--- config.mk ---
export PLATFORM = sky130hd
export DESIGN_NAME = game_sequencer
export DESIGN_NICKNAME = d
export VERILOG_FILES = /design/src/rtl/game_sequencer.sv
export SDC_FILE = /design/constraint.sdc
export NUM_CORES = 1
export LEC_CHECK = 0
export CAP_MARGIN = 20
export CORE_UTILIZATION = 35
export DETAILED_ROUTE_END_ITERATION = 12
export HOLD_SLACK_MARGIN = 0.08
export PLACE_DENSITY = 0.59
export SLEW_MARGIN = 40
export SYNTH_ARGS = -nofsm -noshare
export SYNTH_HDL_FRONTEND = slang
export SYNTH_SLANG_ARGS = --single-unit
--- constraint.sdc ---
create_clock -name clk25 -period 4.35 [get_ports clk25]
set_input_delay 0.435 -clock clk25 [delete_from_list [all_inputs] [get_ports clk25]]
set_output_delay 0.435 -clock clk25 [all_outputs]
set_load 0.005 [all_outputs]
--- src/rtl/game_sequencer.sv ---
// Purpose : pong game-flow FSM (IDLE/SERVE/PLAY/MISS/GAMEOVER[/PAUSE]), frame-locked to the raster.
// Latency : start/pause pin to state change 3 clk25 cycles; hit/miss pulse to score/state 1 cycle.
// Backpr. : none; pulses outside PLAY are dropped, all outputs come from registered state.
//
// Ports:
//   clk25, rst          pixel clock, async active-high reset
//   xpos, ypos          raster position; frame_tick = (0,480)
//   start, pause        raw async pushbuttons (pause only when PAUSE_EN is defined)
//   hit_pulse           one-cycle paddle bounce from the datapath
//   miss_pulse          one-cycle bottom-edge touch from the datapath
//   ball_run/paddle_run motion enables, flash = miss phase, ball_serve = recentre pulse
//   speed, lives, score_bcd (3 BCD digits), state (IDLE=0..PAUSE=5)
// Optional feature macro: PAUSE_EN (adds pause port and PAUSE state).

module game_sequencer #(
  parameter int LIVES          = 3,
  parameter int SERVE_FRAMES   = 60,
  parameter int MISS_FRAMES    = 63,
  parameter int HITS_PER_LEVEL = 8,
  parameter int MAX_SPEED      = 3
) (
  input  logic        clk25,
  input  logic        rst,
  input  logic [9:0]  xpos,
  input  logic [9:0]  ypos,
  input  logic        start,
  input  logic        hit_pulse,
  input  logic        miss_pulse,
`ifdef PAUSE_EN
  input  logic        pause,
`endif
  output logic        ball_run,
  output logic        paddle_run,
  output logic        ball_serve,
  output logic        flash,
  output logic [1:0]  speed,
  output logic [1:0]  lives,
  output logic [11:0] score_bcd,
  output logic [2:0]  state
);

  localparam int MAX_FRAMES = (SERVE_FRAMES > MISS_FRAMES) ? SERVE_FRAMES : MISS_FRAMES;
  localparam int TW         = $clog2(MAX_FRAMES + 1);
  localparam int HW         = (HITS_PER_LEVEL > 1) ? $clog2(HITS_PER_LEVEL) : 1;

  typedef enum logic [2:0] {
    S_IDLE     = 3'd0,
    S_SERVE    = 3'd1,
    S_PLAY     = 3'd2,
    S_MISS     = 3'd3,
    S_GAMEOVER = 3'd4,
    S_PAUSE    = 3'd5
  } state_t;

  state_t          state_q, state_d;
  logic [1:0]      lives_q, lives_d;
  logic [11:0]     score_q, score_d;
  logic [1:0]      speed_q, speed_d;
  logic [HW-1:0]   hit_cnt_q, hit_cnt_d;
  logic [TW-1:0]   timer_q, timer_d;
  logic            ball_serve_q, ball_serve_d;

  // start: two-flop synchronizer plus a delayed copy for edge detect
  logic            start_s1_q, start_s1_d;
  logic            start_s2_q, start_s2_d;
  logic            start_prev_q, start_prev_d;
  logic            start_edge;

`ifdef PAUSE_EN
  logic            pause_s1_q, pause_s1_d;
  logic            pause_s2_q, pause_s2_d;
  logic            pause_prev_q, pause_prev_d;
  logic            pause_edge;
`endif

  logic            frame_tick;

  // Saturating three-digit BCD increment
  function automatic logic [11:0] bcd_inc(input logic [11:0] v);
    logic [3:0] d0, d1, d2;
    d0 = v[3:0];
    d1 = v[7:4];
    d2 = v[11:8];
    if (v != 12'h999) begin
      if (d0 != 4'd9) begin
        d0 = d0 + 4'd1;
      end else begin
        d0 = 4'd0;
        if (d1 != 4'd9) begin
          d1 = d1 + 4'd1;
        end else begin
          d1 = 4'd0;
          d2 = d2 + 4'd1;
        end
      end
    end
    return {d2, d1, d0};
  endfunction

  always_comb begin
    frame_tick   = (xpos == 10'd0) && (ypos == 10'd480);
    start_s1_d   = start;
    start_s2_d   = start_s1_q;
    start_prev_d = start_s2_q;
    start_edge   = start_s2_q & ~start_prev_q;
`ifdef PAUSE_EN
    pause_s1_d   = pause;
    pause_s2_d   = pause_s1_q;
    pause_prev_d = pause_s2_q;
    pause_edge   = pause_s2_q & ~pause_prev_q;
`endif
  end

  // Next-state and counter update
  always_comb begin
    state_d      = state_q;
    lives_d      = lives_q;
    score_d      = score_q;
    speed_d      = speed_q;
    hit_cnt_d    = hit_cnt_q;
    timer_d      = timer_q;
    ball_serve_d = 1'b0;

    case (state_q)
      S_IDLE, S_GAMEOVER: begin
        // A coincident frame_tick is irrelevant here: the timer is loaded, not counted.
        if (start_edge) begin
          state_d      = S_SERVE;
          lives_d      = 2'(LIVES);
          score_d      = 12'h000;
          speed_d      = 2'd0;
          hit_cnt_d    = '0;
          timer_d      = TW'(SERVE_FRAMES);
          ball_serve_d = 1'b1;
        end
      end

      S_SERVE: begin
        if (frame_tick) begin
          if (timer_q == TW'(1)) begin
            state_d = S_PLAY;
          end else begin
            timer_d = timer_q - TW'(1);
          end
        end
      end

      S_PLAY: begin
        // Miss outranks both a coincident hit and a coincident pause press.
        if (miss_pulse) begin
          state_d = S_MISS;
          lives_d = lives_q - 2'd1;
          timer_d = TW'(MISS_FRAMES);
`ifdef PAUSE_EN
        end else if (pause_edge) begin
          state_d = S_PAUSE;
`endif
        end else if (hit_pulse) begin
          score_d = bcd_inc(score_q);
          if (hit_cnt_q == HW'(HITS_PER_LEVEL - 1)) begin
            hit_cnt_d = '0;
            if (speed_q != 2'(MAX_SPEED)) begin
              speed_d = speed_q + 2'd1;
            end
          end else begin
            hit_cnt_d = hit_cnt_q + HW'(1);
          end
        end
      end

      S_MISS: begin
        if (frame_tick) begin
          if (timer_q == TW'(1)) begin
            if (lives_q == 2'd0) begin
              state_d = S_GAMEOVER;
            end else begin
              state_d      = S_SERVE;
              timer_d      = TW'(SERVE_FRAMES);
              ball_serve_d = 1'b1;
            end
          end else begin
            timer_d = timer_q - TW'(1);
          end
        end
      end

      S_PAUSE: begin
`ifdef PAUSE_EN
        if (pause_edge) begin
          state_d = S_PLAY;
        end
`else
        state_d = S_IDLE;
`endif
      end

      default: state_d = S_IDLE;
    endcase
  end

  always_ff @(posedge clk25 or posedge rst) begin
    if (rst) begin
      state_q      <= S_IDLE;
      lives_q      <= 2'(LIVES);
      score_q      <= 12'h000;
      speed_q      <= 2'd0;
      hit_cnt_q    <= '0;
      timer_q      <= '0;
      ball_serve_q <= 1'b0;
      start_s1_q   <= 1'b0;
      start_s2_q   <= 1'b0;
      start_prev_q <= 1'b0;
`ifdef PAUSE_EN
      pause_s1_q   <= 1'b0;
      pause_s2_q   <= 1'b0;
      pause_prev_q <= 1'b0;
`endif
    end else begin
      state_q      <= state_d;
      lives_q      <= lives_d;
      score_q      <= score_d;
      speed_q      <= speed_d;
      hit_cnt_q    <= hit_cnt_d;
      timer_q      <= timer_d;
      ball_serve_q <= ball_serve_d;
      start_s1_q   <= start_s1_d;
      start_s2_q   <= start_s2_d;
      start_prev_q <= start_prev_d;
`ifdef PAUSE_EN
      pause_s1_q   <= pause_s1_d;
      pause_s2_q   <= pause_s2_d;
      pause_prev_q <= pause_prev_d;
`endif
    end
  end

  // Motion/flash enables decoded from the state register only
  always_comb begin
    ball_run   = 1'b0;
    paddle_run = 1'b0;
    flash      = 1'b0;
    case (state_q)
      S_IDLE, S_SERVE: paddle_run = 1'b1;
      S_PLAY: begin
        ball_run   = 1'b1;
        paddle_run = 1'b1;
      end
      S_MISS:  flash = 1'b1;
      default: ;
    endcase
  end

  assign ball_serve = ball_serve_q;
  assign speed      = speed_q;
  assign lives      = lives_q;
  assign score_bcd  = score_q;
  assign state      = state_q;

endmodule
==> results of run 1 <==
[power by group through the flow]
stage	Combinational, mW	Sequential, mW	Clock [mW]
after floorplan	0.00718	0.305	0
after global placement	0.0318	0.305	0
after detailed placement	0.0323	0.305	0
after CTS	0.0323	0.300	0.325
after global routing	0.0355	0.300	0.340
final	0.0316	0.300	0.313
[path summary, 6_finish.rpt]
kind / from / to / slack [ns] / cells past startpoint
setup / recovery: state[1]$_DFFE_PP0P_ / ball_run / 1.81 / 3
hold / removal: start_s1_q$_DFF_PP0_ / start_prev_d$_DFF_PP0_ / 0.35 / 0
setup reg to reg: state[1]$_DFFE_PP0P_ / score_bcd[5]$_DFFE_PP0P_ / 1.99 / 6
hold reg to reg: start_s1_q$_DFF_PP0_ / start_prev_d$_DFF_PP0_ / 0.35 / 0
max in group asynchronous: rst / lives[1]$_DFFE_PP1P_ / 3.46 / 3
min in group asynchronous: rst / score_bcd[2]$_DFFE_PP0P_ / 0.55 / 3
[stage by stage]
| step | cells | utilization | area, um^2 | hold slack [ns] |
|---|---|---|---|---|
| after global routing | 312 | 0.492 | 2530 | 0.369 |
| after global placement | 304 | 0.467 | 2400 | 0.340 |
| after floorplan | 191 | - | 1870 | 0.331 |
| after detailed placement | 304 | 0.467 | 2400 | 0.340 |
| after CTS | 312 | 0.492 | 2530 | 0.356 |
| final | 312 | 0.492 | 2530 | 0.352 |
[flip-flops by register name, summed over array words and instances (netlist names)]
| register | cells |
|---|---|
| ball_serve | 1 |
| hit_cnt_q | 3 |
| lives | 2 |
| score_bcd | 12 |
| speed | 2 |
| start_prev_d | 1 |
| start_prev_q | 1 |
| start_s1_q | 1 |
| state | 3 |
| timer_q | 6 |
[cells in the mapped netlist, drive strengths merged (4+ instances only)]
cell type / number
a31oi: 4
inv: 11
nor4: 4
a21oi: 8
or4: 6
ha: 12
buf: 5
o21ai: 12
nor2: 11
nand2: 16
nand3b: 4
nand3: 17
o31ai: 7
nor3: 5
dfrtp: 30
[placed cells by master (no fill, tap or decap), types with 2 or more instances in the layout]
cell type | synthesis | final
sky130_fd_sc_hd__mux2i_1 | 2 | 2
sky130_fd_sc_hd__clkbuf_8 | 0 | 7
sky130_fd_sc_hd__a21oi_1 | 7 | 7
sky130_fd_sc_hd__nand3_1 | 16 | 16
sky130_fd_sc_hd__nor4b_2 | 2 | 2
sky130_fd_sc_hd__mux2_2 | 3 | 3
sky130_fd_sc_hd__nor4_1 | 4 | 4
sky130_fd_sc_hd__a31oi_1 | 4 | 4
sky130_fd_sc_hd__nand2_1 | 15 | 15
sky130_fd_sc_hd__a22o_1 | 2 | 2
sky130_fd_sc_hd__dfrtp_1 | 30 | 30
sky130_fd_sc_hd__nor2b_1 | 3 | 3
sky130_fd_sc_hd__and3_1 | 2 | 2
sky130_fd_sc_hd__nor3_1 | 5 | 5
sky130_fd_sc_hd__nand2b_1 | 2 | 2
sky130_fd_sc_hd__o31ai_1 | 7 | 7
sky130_fd_sc_hd__dfstp_2 | 2 | 2
sky130_fd_sc_hd__nor2_1 | 10 | 10
sky130_fd_sc_hd__o21ai_0 | 12 | 12
sky130_fd_sc_hd__or4_1 | 6 | 6
sky130_fd_sc_hd__inv_2 | 2 | 2
sky130_fd_sc_hd__inv_1 | 9 | 9
sky130_fd_sc_hd__clkdlybuf4s50_1 | 0 | 47
sky130_fd_sc_hd__nand4_1 | 3 | 3
sky130_fd_sc_hd__ha_1 | 12 | 12
sky130_fd_sc_hd__nand3b_1 | 3 | 3
[final cells by class]
| cell class | instances | area, um^2 |
|---|---|---|
| fill | 521 | 2610 |
| multi-input combinational | 143 | 992 |
| sequential | 32 | 803 |
| timing repair buffer | 48 | 478 |
| clock buffer | 7 | 96.3 |
| tap | 70 | 87.6 |
| inverter | 11 | 41.3 |
| clock inverter | 1 | 30.0 |
[worst max-delay path, cell delays in order, from the launching register on]
cell	delay [ns]
sky130_fd_sc_hd__dfrtp_1	0.59
sky130_fd_sc_hd__nand3b_1	0.36
sky130_fd_sc_hd__inv_2	0.32
sky130_fd_sc_hd__clkdlybuf4s50_1	0.55
[cells by family after synthesis]
family	after synthesis
compound gates	43
xor+xnor	2
fa+ha+maj	12
buf+inv	16
flops	32
mux	5
simple gates	81
[routing by layer]
metal	routed length, um	vias to the layer above
li1	-	814
met1	2130	778
met2	2080	50
met3	188	2
met4	24	0
met5	0	-
==> metrics list, run 1 <==
- Yosys mapped the design onto 50 distinct sky130hd cell types.
- Total design power: 0.644 mW
- Of the total power, combinational logic draws 0.049.
* Sequential cell fraction of total power: 0.465
- Peak supply drop: 0.138 mV
- At the worst endpoint, the arrival time is 2.11 ns.
* Final critical-path share of the clock period: 0.585
* Cell Int Power: 0.522 mW
- Between clock sinks in the finished design, the worst skew comes to 0.00336 ns.
* Data required time at the worst endpoint: 3.91 ns
- PnR worst setup slack: 1.81 ns
- The final count of hold timing violations was 0.
- Counting every instance in the synthesized netlist gives ~190.
- After detailed routing, the number of remaining DRC violations is 0.
- The congestion estimate from routability-driven global placement came to 0.799.
- After clock tree synthesis, the clock-pin slew on the worst setup and hold paths is around 0.06 ns.
- Of the total power, the clock network draws 0.486.
- The mapped netlist covers around 1900 um^2.
* I/O pin count: 48
- # diodes: 0
- Post-Synth Adder-Cell Area: 0.0803
- For this run, the number of Yosys warnings is 0.
- Subtracting the final worst setup slack from the clock period gives approximately 2.5 ns.
* Worst slack at placement: around 1.9 ns
* Cts bufs inserted: 5
* Global route hottest layer: met2
* Post-CTS setup buffer count: 0
* Area of the die: 5640 um^2
- Each instance of the synthesized netlist takes up on average a little under 10 um^2.
- Rel. slew slack: 0.562
* Routing usage on met3: 0.0428
* # setup viols final: 0
- Total vias in the final route: 1644
- The tool flagged a number of max-cap violations equal to 0.
* Xor and xnor area share after synthesis: 0.00936
* Wire per inst: 14.2 um
- The portion of synthesized area spent on multiplexers is 0.0288.
- Hold buffer count at CTS: 0
- Number of vias per cell: approximately 5.3
* Net switching power: 0.122 mW
- Timing would allow up to roughly 390 MHz.
- Initial Utilization: 0.364
- The wire-length estimate of the detail-placed layout is 3.22 mm.
- The flow ran to the end, and the final reports show no timing, DRC or antenna violations.
- The number of antenna violations at the first check in global routing was 0.
- Standard-cell rows: 26
* Detailed Route Iter0 Violations: 59
- Summed over all layers, the global routing overflow is 0.
- Maximum number of pins on one net before global-route repair: 33
- STA classifies the critical path startpoint as a register.
* Die Span X: roughly 75 um
* Die Y: 75.1 um
* Most common flop cell mapped by yosys: sky130_fd_sc_hd__dfrtp_1
- Area growth from synthesis to layout: 35.2%
- Crit. End Element: output port
- The path class of the tightest hold or removal check is reg2reg.
- Root Buffer Master: sky130_fd_sc_hd__clkbuf_8
* Compound-gate portion of the synthesized area: 0.155
* Share of the synthesized area in the top cell type: 0.401
* Net Count, Synth: 228
- Of the cells placed in the final design, the portion with a size suffix greater than 1 is 0.112.
* Top cells by area in the synthesized netlist: sky130_fd_sc_hd__dfrtp_1 40%, sky130_fd_sc_hd__ha_1 8.0%, sky130_fd_sc_hd__nand3_1 4.3%
* Overall routed net length: 4.42 mm
- Clock buffer depth: 2
* H-tree levels: 2
- The clock drives 32 sinks.
- Highest net fanout along the worst path: 15
* Cell area power density: 255 nW/um^2
* Number of register bits inferred by synthesis: 32
- In the final design database the tool counted 278 nets.
* Global-route total usage across every layer: 0.170
- Number of global-route vias before repair: 1539
- Setup repair after global routing missed its margin: false
* Wire length of the first global-routing pass: approximately 7.2 mm
- Remaining number of nets flagged by the antenna check after routing: 0
* Transition time at the pin with the least slew margin: 0.655 ns
- Post-synthesis async set-or-reset flop share: 1.00
- Of the total power, the share spent switching nets is 0.190.
- In this run, synthesis inferred 0 flip-flops with an integrated enable.
* Max-slew violation count: 0
- Clk Latency, worst-skew pair: between 0.2 and 0.3 ns
- Pre-antenna DRT Iters: 4
- For this run, global-route usage on met2 was measured as 0.265.
- CTS tree: done
- Dominant combinational cell family by area after synthesis: simple AND/OR/NAND/NOR gates
- The analysis attributes to cell leakage a power of 1.07 nW.
- Post-synthesis cell type with the largest combined area: sky130_fd_sc_hd__dfrtp_1
- Of the synthesized area, sequential elements account for 0.429.
- # resized after CTS: 0
* Met1 Usage GRT: 0.233
- Core Region: 5140 um^2
- The setup path with the least slack is of type reg2out.
* Area share of and/or/nand/nor cells after synthesis: 0.258
- Total Neg Setup Slack: 0 ns
- Number of buffers inserted by port buffering: 47
Power figures use the tool's default switching activity.
==> inputs of run 2 (changes only) <==
Settings changed: PLACE_DENSITY 0.59 to 0.62.
Clock period 4.35 ns to 2.05 ns, I/O delays scaled along.
==> metrics list, run 2 (synthesis gave the netlist of run 1 again) <==
- Peak supply drop: 0.323 mV
* Maximum number of pins on one net before global-route repair: 33
* Reg-to-reg slack, setup: 0.13 ns
- The worst setup path is captured at an output port.
- Of the cells placed in the final design, the portion with a size suffix greater than 1 is 0.199.
- Final critical-path required period: 1.94 ns
- The register with the most flip-flops in the layout has 12 of them.
* Non-filler instance count after layout: 337
* Global-route total usage across every layer: 0.173
- Dividing the final minimum period by the clock period gives 0.947.
* PnR worst setup slack: 0.108 ns
- The run finished with clean final reports.
* # diodes: 0
- Buffering stage count on the worst path with inverters included: 4
* Signal arrival time at the worst endpoint: roughly 1.7 ns
- The worst hold path belongs to the class in2async.
- For the final database, setup skew stands at 0.00446 ns.
- Clk Latency, worst-skew pair: 0.28 ns
- The final count of hold timing violations was 0.
- The final layout contains routed wiring with a total length of approximately 4.3 mm.
* Filler Cell Count: between 500 and 600
- The critical path is of the reg2out type.
- Max-cap violations in this run came to 0.
- Number of antenna violations at the first check in global routing: 0
- Die Span X: 75.1 um
- Dividing the detail-routed via count by the number of cells gives between 5 and 6.
- CTS tree: done
- The total overflow left after global routing is 0.
* Wire per inst: 12.8 um
* Wire length of the first global-routing pass: around 7.3 mm
- Placed cells: 326
- The initialized floorplan defines 26 standard-cell rows.
- Crit path cell chain: inv_2 > nand3b_1 > inv_4 > buf_4 > clkdlybuf4s50_1
- The tree is rooted in a sky130_fd_sc_hd__clkbuf_8.
- Detailed Route Iter0 Violations: 58
- Among cell families on the critical path, the largest total delay comes from buffers and inverters.
- Detailed-route wire length on metal 1: around 2.1 mm
* Min Hold Slack: 0.313 ns
- The number of global-route vias before repair is 1551.
* Die Y: about 75 um
* Post-route core utilization: 0.530
* Count of nets after finishing: 303
* Cell leakage power: 1.19 nW
* Transition time at the pin with the least slew margin: 0.552 ns
- Max-slew violation count: 0
- H-tree levels: 2
- Total vias in the final route: 1704
- Timing analysis after detailed placement gives a worst setup slack of -0.0129 ns.
- Setup repair after global routing missed its margin: false
- Most frequent cells in the layout: 47 x sky130_fd_sc_hd__clkdlybuf4s50_1, 30 x sky130_fd_sc_hd__dfrtp_1, 26 x sky130_fd_sc_hd__buf_4, 16 x sky130_fd_sc_hd__nand3_1, 15 x sky130_fd_sc_hd__nand2_1
- Number of buffers inserted by port buffering: between 40 and 50
- Amount of wire on met3 after detailed routing: around 260 um
- STA puts the critical path data required time at 1.85 ns.
- After detailed routing, the met2 layer carries 1.92 mm of wire.
- In this run, CTS created clock tree buffers numbering 5.
* Core Region: 5140 um^2
- Of all nets on the critical path, the largest fanout is 6.
- The pre-antenna-repair detailed-routing pass consisted of 4 iterations.
* I/O pin count: 48
- Area growth from synthesis to layout: 45.6%
- # setup viols final: 0
- The congestion estimate from routability-driven global placement came to 0.779.
- For this run, design rule violations remaining after detail routing come to 0.
- Commonest non-fill, non-tap cell in the layout: sky130_fd_sc_hd__clkdlybuf4s50_1
* HPWL reported at the end of detailed placement: 3.32 mm
- The longest clock path from root to sink contains 2 buffers.
- Initial Utilization: 0.364
- The die covers 5640 um^2.
* Number of clock sinks: 32
- Startpoint Class: register
* Cell area power density: 501 nW/um^2
* Largest stage delay, worst path: 0.50 ns
- Highest signal layer in the routed design: met4
* Remaining number of nets flagged by the antenna check after routing: 0
- On the critical path, the stage with the largest delay is an instance of sky130_fd_sc_hd__clkdlybuf4s50_1.
* Upper clock frequency limit: between 500 and 600 MHz
* CTS clk-pin slew, worst paths: 0.07 ns
* Rel. slew slack: 0.631
-- run 2: cell types whose count changed in the layout (fill, tap and decap cells not counted), sizes merged --
cell / previous run / this run
buf: 1 / 26
-- run 2: final cells by class --
class / count / area [um^2] / share of cell area
Clock buffer: 7 / 96.3 / 0.0354
Clock inverter: 1 / 30.0 / 0.0110
Inverter: 11 / 43.8 / 0.0161
Multi-Input combinational cell: 143 / 997 / 0.366
Sequential cell: 32 / 803 / 0.295
Tap cell: 70 / 87.6 / 0.0322
Timing Repair Buffer: 73 / 666 / 0.244
-- run 2: stage by stage --
stage,cell area (um^2),total power [mW],TNS (ns)
after CTS,2690,1.39,0
after global placement,2570,0.717,0
after detailed placement,2570,0.718,-0.0129
after floorplan,1870,0.663,0
final,2720,1.36,0
after global routing,2720,1.43,0
-- run 2: layer usage --
layer,track usage,up-vias
met5,0,-
met4,0.0650,0
met3,0.0522,4
met2,0.259,48
met1,0.235,795
li1,-,857
-- run 2: power by group --
group / switching (mW) / internal [mW]
logic: 0.0230 / 0.0459
clock network: 0.230 / 0.429
registers: 0.00146 / 0.635
total: 0.255 / 1.11
-- run 2: worst paths after layout --
path / startpoint / endpoint / cells after the start
worst max-delay path: state[2]$_DFFE_PP0P_ / ball_run / 5
worst min-delay path: rst / hit_cnt_q[0]$_DFFE_PP0P_ / 3
worst max register to register: score_bcd[1]$_DFFE_PP0P_ / score_bcd[8]$_DFFE_PP0P_ / 8
worst min register to register: start_s1_q$_DFF_PP0_ / start_prev_d$_DFF_PP0_ / 0
max in group asynchronous: rst / lives[0]$_DFFE_PP1P_ / 3
min in group clk25: start_s1_q$_DFF_PP0_ / start_prev_d$_DFF_PP0_ / 0
-- run 2: repair_timing --
| action | in CTS | in global routing |
|---|---|---|
| setup endpoints to repair | 0 | 2 |
| endpoints found under the hold margin | 0 | 0 |
| buffers inserted | 0 | 3 |
| resized for setup | 0 | 2 |
| hold buffers | 0 | 0 |
-- run 2: worst register-to-register path: cells and delay by family, from the launching register on --
family	cells	cell delay (ns)
compound gates	2	0.25
fa+ha+maj	1	0.19
buf+inv	2	0.21
simple gates	3	0.79
flops	1	0.38
